==> src/rtl/seg_scan_display.sv <==
// Multiplexed N-digit seven-segment driver with hex or decimal display,
// leading-zero blanking, decimal points and PWM brightness.
module seg_scan_display #(
  parameter int DIGITS    = 4,
  parameter int DIVIDE_BY = 100000,
  parameter int BRIGHT_W  = 4
) (
  input  logic                  clk,
  input  logic                  rst_n,
  input  logic [4*DIGITS-1:0]   value,
  input  logic                  load,
  input  logic                  mode,
  input  logic [DIGITS-1:0]     dp,
  input  logic                  blank_lz,
  input  logic [BRIGHT_W-1:0]   brightness,
  output logic                  busy,
  output logic [DIGITS-1:0]     an,
  output logic [6:0]            seg,
  output logic                  dp_n
);

  localparam int W  = 4 * DIGITS;
  localparam int BW = W + 4;
  localparam int SW = (DIVIDE_BY > 1) ? $clog2(DIVIDE_BY) : 1;
  localparam int DW = $clog2(DIGITS);
  localparam int CW = $clog2(W + 1);

  typedef enum logic [1:0] {
    IDLE,
    HEX,
    CONV,
    COMMIT
  } stateT;

  stateT state, stateNext;

  logic [W-1:0]  binReg;
  logic [W-1:0]  resReg;
  logic [W-1:0]  dispReg;
  logic [BW-1:0] bcdReg;
  logic [BW-1:0] bcdAdj;
  logic [CW-1:0] stepCnt;
  logic          resOvf;
  logic          dispOvf;

  logic [SW-1:0]       slotCnt;
  logic [DW-1:0]       digitIdx;
  logic [BRIGHT_W-1:0] pwmCnt;

  logic [3:0]        nib;
  logic [W-1:0]      upper;
  logic              lzBlank;
  logic              anOn;
  logic [6:0]        glyph;
  logic [DIGITS-1:0] anNext;

  function automatic logic [6:0] hexGlyph(input logic [3:0] n);
    case (n)
      4'h0: return 7'h40;
      4'h1: return 7'h79;
      4'h2: return 7'h24;
      4'h3: return 7'h30;
      4'h4: return 7'h19;
      4'h5: return 7'h12;
      4'h6: return 7'h02;
      4'h7: return 7'h78;
      4'h8: return 7'h00;
      4'h9: return 7'h10;
      4'hA: return 7'h08;
      4'hB: return 7'h03;
      4'hC: return 7'h46;
      4'hD: return 7'h21;
      4'hE: return 7'h06;
      default: return 7'h0E;
    endcase
  endfunction

  assign busy = (state != IDLE);

  always_comb begin
    bcdAdj = bcdReg;
    for (int i = 0; i < DIGITS + 1; i++) begin
      if (bcdReg[4*i +: 4] >= 4'd5)
        bcdAdj[4*i +: 4] = bcdReg[4*i +: 4] + 4'd3;
    end
  end

  always_comb begin
    stateNext = state;
    unique case (state)
      IDLE:   stateNext = IDLE;
      HEX:    stateNext = COMMIT;
      CONV:   if (stepCnt == CW'(W)) stateNext = COMMIT;
      COMMIT: stateNext = IDLE;
      default: stateNext = IDLE;
    endcase
    if (load) stateNext = mode ? CONV : HEX;
  end

  always_ff @(posedge clk or negedge rst_n) begin
    if (!rst_n) state <= IDLE;
    else        state <= stateNext;
  end

  // A fresh load always wins and suppresses any pending commit.
  always_ff @(posedge clk or negedge rst_n) begin
    if (!rst_n) begin
      binReg  <= '0;
      bcdReg  <= '0;
      stepCnt <= '0;
      resReg  <= '0;
      resOvf  <= 1'b0;
      dispReg <= '0;
      dispOvf <= 1'b0;
    end else if (load) begin
      binReg  <= value;
      bcdReg  <= '0;
      stepCnt <= '0;
      resOvf  <= 1'b0;
    end else begin
      unique case (state)
        IDLE: ;
        HEX: begin
          resReg <= binReg;
          resOvf <= 1'b0;
        end
        CONV: begin
          if (stepCnt != CW'(W)) begin
            {bcdReg, binReg} <= {bcdAdj[BW-2:0], binReg, 1'b0};
            resOvf  <= resOvf | bcdAdj[BW-1];
            stepCnt <= stepCnt + CW'(1);
          end else begin
            resReg <= bcdReg[W-1:0];
            resOvf <= resOvf | (|bcdReg[BW-1:W]);
          end
        end
        COMMIT: begin
          dispReg <= resReg;
          dispOvf <= resOvf;
        end
        default: ;
      endcase
    end
  end

  always_comb begin
    nib     = dispReg[4*digitIdx +: 4];
    upper   = dispReg >> {digitIdx, 2'b00};
    lzBlank = blank_lz && (digitIdx != '0) && (upper == '0);
    if (dispOvf)      glyph = 7'h3F;
    else if (lzBlank) glyph = 7'h7F;
    else              glyph = hexGlyph(nib);
    anOn   = (&brightness) || (pwmCnt < brightness);
    anNext = ~(DIGITS'(anOn) << digitIdx);
  end

  always_ff @(posedge clk or negedge rst_n) begin
    if (!rst_n) begin
      slotCnt  <= '0;
      digitIdx <= '0;
      pwmCnt   <= '0;
      an       <= '1;
      seg      <= 7'h7F;
      dp_n     <= 1'b1;
    end else begin
      pwmCnt <= pwmCnt + 1'b1;
      if (slotCnt == SW'(DIVIDE_BY - 1)) begin
        slotCnt <= '0;
        if (digitIdx == DW'(DIGITS - 1)) digitIdx <= '0;
        else                             digitIdx <= digitIdx + 1'b1;
      end else begin
        slotCnt <= slotCnt + 1'b1;
      end
      an   <= anNext;
      seg  <= glyph;
      dp_n <= ~dp[digitIdx];
    end
  end

endmodule
==> config.mk <==
export PLATFORM = sky130hd
export DESIGN_NAME = seg_scan_display
export DESIGN_NICKNAME = d
export VERILOG_FILES = /design/src/rtl/seg_scan_display.sv
export SDC_FILE = /design/constraint.sdc
export NUM_CORES = 1
export LEC_CHECK = 0
export BUFFER_PORTS_ARGS = -buffer_cell sky130_fd_sc_hd__buf_2
export CAP_MARGIN = 40
export CORE_ASPECT_RATIO = 0.8
export CORE_MARGIN = 1.5
export CORE_UTILIZATION = 60
export CTS_CLUSTER_DIAMETER = 120
export CTS_CLUSTER_SIZE = 40
export DETAILED_ROUTE_END_ITERATION = 6
export PLACE_DENSITY = 0.79
export SLEW_MARGIN = 20
export SYNTH_ARGS = -nofsm -noshare
export SYNTH_HDL_FRONTEND = slang
export SYNTH_SLANG_ARGS = --single-unit
==> constraint.sdc <==
create_clock -name clk -period 3.6 [get_ports clk]
set_clock_uncertainty 0.15 [all_clocks]
set_input_delay 0.72 -clock clk [delete_from_list [all_inputs] [get_ports clk]]
set_output_delay 0.72 -clock clk [all_outputs]
set_load 0.01 [all_outputs]
==> results.md, run 1 <==
* Area of the multi-input gates at 2726 um^2
* Period utilization at just under 90%
* Length of the first detailed-routing pass in iterations at 4
* Core area at roughly 9200 um^2
* P&R area growth vs syn at 10.81%
* CTS H-tree lvls at 3
* Global placer's final weighted congestion at 0.9090
* CP arrival at approximately 3.3 ns
* Initial detailed-routing violation count at 415
* Met3 usage at roughly 5.9%
* Die Area at approximately 10,000 um^2
* Top Usage Layer GRT: met2
* PortBufs at roughly 40
* Ys async rst share at 100.0%
* Nets at approximately 650
* Met1 usage at approximately a third
* Mean Syn Cell Area at ~10 um^2
* DP Area at 6070 um^2
* P_leak at between 2 and 3 nW
* CP Capture Type: flop
* Top post-synthesis cells by area: dfrtp_1 43%, mux2i_1 6.7%, ha_1 6.5%
* Routed length per instance at 16.55 um
* CTS tree: built
* Achievable Freq at between 300 and 400 MHz
* CP max FO at 13
* Prevailing post-synth register cell: dfrtp_1
* Pin count of the biggest net entering global routing at 62
* Max Root-Sink Buffers at 2
* Setup violations, final at 0
* Cell area after synthesis at 5799 um^2
* Post-Route WL at 11.70 mm
* Post-CTS Hold Buffers at 0
* Yosys reg bits at about 110
* Initial antenna violation count at 0
* Worst-Skew Late Latency at about 0.35 ns
* # rows at 31
* Post-Layout Inst Area at 6426 um^2
* Register area share after synthesis at 48.59%
* Top-area cell type share of the netlist area at between 40 and 50%
* Crit-path cells: mux4_2, inv_1, ha_1, nor4b_1, o311ai_0, nor3_1, nor2_1, o311ai_0
* CP Launch Type: flop
* Most frequent cells in the layout: 100 x dfrtp_1, 52 x nand2_1, 52 x a21oi_1
* Mapped Nets at approximately 610
* Clk root buf: clkbuf_16
* CP dominant cell by count: o311ai_0
* Num CTS Buffers at 9
* Status: complete, no violations
* RSZ-0062 raised after global routing: no
* Tmin final at roughly 3.2 ns
* Met2 Usage GRT at around two fifths
* Setup Buffers After CTS at 0
* Register area at ~2800 um^2
* Final hold vios at 0
* Initial Util at a little over three fifths
* Placement Setup Slack at about 0.58 ns
* Number of flops mapped to enable cells by yosys at 0
* IO Count at 42
* Post-DP HPWL at approximately 7.9 mm
* Chip height at 90.94 um
* Ratio of cells with drive above 1 in the final layout at between 10% and 20%
* N_diodes at 0
* Worst setup margin at 0.4207 ns
* DRC viols at 0
* Worst EP required at 3.68 ns
* Die X at 112.9 um
* Synthesis Warnings at 0
* Max-slew violation total from the final report at 0
* Kind of critical path: reg2reg
* First-pass GRT wire length at roughly 20 mm
* Slowest stage cell on the critical path: dfrtp_1
* CP peak stage delay at between 0.6 and 0.7 ns
* DRT antenna net count at 0
* Post_cts resized at 0
* Vias in the first global route at approximately 4,100
* Min-Delay Path Class: in2async
* Pwr per Cell Area at 650.2 nW/um^2
* Tot GR Track Use at around 24%
* Worst-Margin Slew at ~0.60 ns
* Max-cap viol count at 0
* Synth Instances at 553
* Overflow after GRT at 0
* Clock slew at reported path FFs at 0.07 ns
* Clock sink count at about 110
* Filler cells at approximately 700
* Commonest non-fill, non-tap cell in the layout: dfrtp_1
* Slew HR at roughly 60%
* Vias post-DR at about 4,200
* Synth area leader: dfrtp_1
* Netlist cell types at 50
* Maximum vdd drop at about 0.40 mV
* Setup_tns at 0 ns
* Via density per instance at 5.898
==> where the power goes <==
part	leakage [nW]	internal (W)	switching, W
clock network	0.159	0.000632	0.000464
registers	1.39	0.00157	0.000224
logic	1.29	0.000580	0.000707
total	2.83	0.00278	0.00140
==> worst max-delay path, delay by kind of cell (launching register included) <==
kind	cells	cell delay (ns)
flops	1	0.68
compound gates	2	0.36
simple gates	3	0.82
mux	1	0.65
buf+inv	1	0.17
fa+ha+maj	1	0.24
==> sequential cells by signal, indices dropped and copies added, names as in the netlist <==
register,count
resReg,16
bcdReg,20
resOvf,1
digitIdx,2
slotCnt,17
an,4
seg,7
dispReg,16
pwmCnt,4
state,2
dispOvf,1
stepCnt,5
binReg,16
dp_n,1
==> stage by stage <==
stage	std cells	power, W	util, %	hold slack, ns
floorplan	553	0.002730	-	0.2333
global placement	690	0.002997	65.75	0.2952
global route	707	0.004420	69.61	0.2116
detailed placement	690	0.003081	65.75	0.2860
finish	707	0.004178	69.61	0.2010
CTS	706	0.004189	69.31	0.2992
==> layer usage <==
metal | share of wire [%] | up-vias
li1 | - | 1995
met5 | 0 | -
met1 | 45 | 2083
met4 | 1.2 | 0
met2 | 50 | 80
met3 | 3.5 | 12
==> cells in the mapped netlist (2+ instances only) <==
master      n
and2_1      2
mux2i_1    39
o21ai_0    31
dfstp_2    12
and4_1      2
a211oi_1    9
nor2_1     42
buf_4       4
mux2_4      2
buf_6       2
or4_1       4
nand2_1    52
xor2_1     10
mux4_2      4
o211ai_1    2
nor3b_1     4
nand4_1     7
a21oi_1    52
nand3_1    14
a311oi_1    3
o221ai_1    2
o311ai_0    2
ha_1       30
inv_1      28
clkbuf_1    6
mux2_2     19
xnor2_1    16
dfrtp_1   100
nor3_1      7
buf_2      12
nor2b_1     4
nor4_1      5
nand2b_1    8
==> logic make-up (layout without fill, tap and decap cells) <==
group / Yosys count / in the layout / share of synthesized area, %
AND/OR/NAND/NOR: 159 / 159 / 13.31
flip-flops: 112 / 112 / 48.59
AO/OA/AOI/OAI: 106 / 106 / 10.29
multiplexers: 65 / 65 / 12.88
buffers and inverters: 55 / 94 / 4.531
adder cells (fa/ha/maj): 30 / 30 / 6.472
XOR/XNOR: 26 / 26 / 3.927
==> final cells by class <==
cell class / instances / area share [%]
Tap cell: 115 / 2.239
Inverter: 29 / 1.694
Clock inverter: 6 / 1.402
Timing Repair Buffer: 49 / 4.673
Multi-Input combinational cell: 386 / 42.43
Sequential cell: 112 / 43.85
Clock buffer: 10 / 3.719
==> final timing paths <==
kind | from | end | slack, ns | cells after the start
max in group asynchronous | rst_n | resReg[4]$_DFFE_PN0P_ | 2.51 | 3
worst min-delay path | rst_n | slotCnt[16]$_DFF_PN0_ | 0.20 | 2
worst max register to register | digitIdx[0]$_DFFE_PN0N_ | seg[2]$_DFF_PN1_ | 0.42 | 8
worst min register to register | dispOvf$_DFFE_PN0P_ | seg[6]$_DFF_PN1_ | 0.30 | 1
min in group clk | dispOvf$_DFFE_PN0P_ | seg[6]$_DFF_PN1_ | 0.30 | 1
worst max-delay path | digitIdx[0]$_DFFE_PN0N_ | seg[2]$_DFF_PN1_ | 0.42 | 8
Note: power is estimated with default switching activity, not from simulation.
==> run 2: changes to the inputs <==
--- a/config.mk
+++ b/config.mk
@@ -10,11 +10,12 @@
 export CORE_ASPECT_RATIO = 0.8
 export CORE_MARGIN = 1.5
 export CORE_UTILIZATION = 60
+export CTS_BUF_LIST = sky130_fd_sc_hd__clkbuf_16
 export CTS_CLUSTER_DIAMETER = 120
 export CTS_CLUSTER_SIZE = 40
 export DETAILED_ROUTE_END_ITERATION = 6
 export PLACE_DENSITY = 0.79
-export SLEW_MARGIN = 20
+export RECOVER_POWER = 100
 export SYNTH_ARGS = -nofsm -noshare
 export SYNTH_HDL_FRONTEND = slang
 export SYNTH_SLANG_ARGS = --single-unit
==> run 2 against run 1 <==
Sequential power hardly changed. Via count hardly changed. Sequential share of layout area is 0.64 points higher. Fmax is 0.41% higher. Setup slack better by 0.013 ns. Die area stayed put. Non-clock buffer count is 1 lower. Largest power group unchanged.
==> results.md, run 2 (synthesis results as in run 1) <==
* Status: complete, no violations
* Largest regs: bcdReg x20, slotCnt x17
* Max-slew violation total from the final report at 0
* Worst EP required at about 3.7 ns
* Final Util at between 60% and 70%
* Ratio of cells with drive above 1 in the final layout at roughly 15%
* PortBufs at 41
* Overflow after GRT at 0
* Routed length per instance at 16.48 um
* Slew HR at under 10%
* DRT antenna net count at 0
* Post-Route WL at 11.63 mm
* Max-cap viol count at 0
* N_diodes at 0
* P_sw at 0.001395 W
* Clock sink count at 112
* Hold path start: dispOvf$_DFFE_PN0P_
* Nets at roughly 650
* Switching Share at 33.77%
* Top Usage Layer GRT: met2
* Core area at ~9000 um^2
* CP Launch Type: flop
* Vias in the first global route at around 4,000
* # rows at 31
* Max Root-Sink Buffers at 2
* RSZ-0062 raised after global routing: no
* Die X at 112.9 um
* CTS tree: built
* Worst Reg-to-Reg Cells at 8
* DRC viols at 0
* Clk pwr share at roughly a quarter
* Worst setup margin at 0.4337 ns
* Setup violations, final at 0
* Achievable Freq at about 320 MHz
* CP arrival at 3.25 ns
* Period utilization at roughly 88%
* Tot GR Track Use at 24.32%
* Cell count after placement at 690
* End of the worst register-to-register path: seg[2]$_DFF_PN1_
* Met2 Usage GRT at 40.45%
* Clock slew at reported path FFs at roughly 0.07 ns
* Seq pwr share at 43.5%
* Filler cells at a little over 700
* Internal at roughly 0.0027 W
* Length of the first detailed-routing pass in iterations at 5
* Endpoint, Worst Hold: seg[6]$_DFF_PN1_
* Commonest non-fill, non-tap cell in the layout: dfrtp_1
* Min-Delay Path Class: reg2reg
* Kind of critical path: reg2reg
* Worst-Skew Late Latency at 0.35 ns
* Chip height at about 91 um
* Num CTS Buffers at 9
* R2R Setup Slk at roughly 0.43 ns
* Vias post-DR at about 4,200
* Pin count of the biggest net entering global routing at just over 60
* P_leak at between 2 and 3 nW
* Post-DP HPWL at approximately 7.9 mm
* Met1 usage at 32.56%
* Die Area at ~10,000 um^2
* CP max FO at 13
* CP Launch Point: digitIdx[0]$_DFFE_PN0N_
* Flip-flop count of the largest register after layout at 20
* Via density per instance at 5.912
* Initial Util at 62.82%
* Global placer's final weighted congestion at 0.9090
* Post_cts resized at 0
* Initial detailed-routing violation count at 384
* Biggest register: bcdReg
* First-pass GRT wire length at ~20 mm
* Comb pwr share at between 30% and 40%
* Tmin final at around 3.2 ns
* IO Count at 42
* Placement Setup Slack at approximately 0.58 ns
* Maximum vdd drop at between 0.3 and 0.4 mV
* CP Capture Type: flop
* Hold Crit Depth at 1
* Worst-Margin Slew at about 1.4 ns
* Clk root buf: clkbuf_16
* Final cell count without fillers at 706
* Met3 usage at around 5.9%
* Initial antenna violation count at 0
* Final hold vios at 0
* CTS H-tree lvls at 3
* FF-to-FF Start: digitIdx[0]$_DFFE_PN0N_
* Most frequent cells in the layout: 100 x dfrtp_1, 52 x nand2_1, 52 x a21oi_1
* Setup_tns at 0 ns
* Pwr per Cell Area at between 600 and 700 nW/um^2
* Setup Buffers After CTS at 0
* P&R area growth vs syn at 9.212%
* Post-CTS Hold Buffers at 0
## run 2: cell count changes in the layout (fill, tap and decap cells not counted), sizes merged
cell,change
buf,-20
clkbuf,+18
clkinv,+1
## run 2: through the flow
stage / instance area, um^2 / power [W] / hold WS (ns)
after floorplan: 5799 / 0.002730 / 0.2333
after global routing: 6334 / 0.004374 / 0.3041
after detailed placement: 6070 / 0.003081 / 0.2860
after CTS: 6389 / 0.004164 / 0.2992
final: 6334 / 0.004131 / 0.3043
after global placement: 6070 / 0.002997 / 0.2952
## run 2: layer usage
metal	up-vias	share of wire [%]
met5	-	0
met4	0	1.4
met3	14	4.2
met2	96	50
met1	2073	44
li1	1991	-
## run 2: worst max-delay path by stage
| stage | slack, ns | endpoint | cells after the start |
|---|---|---|---|
| final | 0.43 | seg[2]$_DFF_PN1_ | 8 |
| after global routing | 0.21 | seg[2]$_DFF_PN1_ | 8 |
| after floorplan | 1.03 | seg[2]$_DFF_PN1_ | 9 |
| after global placement | 0.81 | seg[2]$_DFF_PN1_ | 8 |
| after detailed placement | 0.58 | seg[2]$_DFF_PN1_ | 8 |
| after CTS | 0.46 | seg[2]$_DFF_PN1_ | 8 |
## run 2: critical path: stages, from the launching register on
cell	delay, ns
dfrtp_1	0.68
mux4_2	0.65
inv_1	0.17
ha_1	0.24
nor4b_1	0.35
o311ai_0	0.21
nor3_1	0.26
nor2_1	0.18
o311ai_0	0.15
## run 2: power groups by stage
stage               registers (W)  clock network, W  logic (W)
finish                    0.00180           0.00107    0.00126
global route              0.00183           0.00114    0.00140
CTS                       0.00179           0.00108    0.00129
detailed placement        0.00181                 0    0.00127
global placement          0.00179                 0    0.00120
floorplan                 0.00175                 0   0.000983
## run 2: cell type report
cell class	count	area [um^2]	share of cell area, %
clock buffers	9	225.2	3.556
clock inverters	7	93.84	1.482
inverters	29	108.9	1.719
multi-input cells	386	2719	42.93
flip-flops and latches	112	2818	44.49
well taps	115	143.9	2.272
repair buffers	48	225.2	3.556
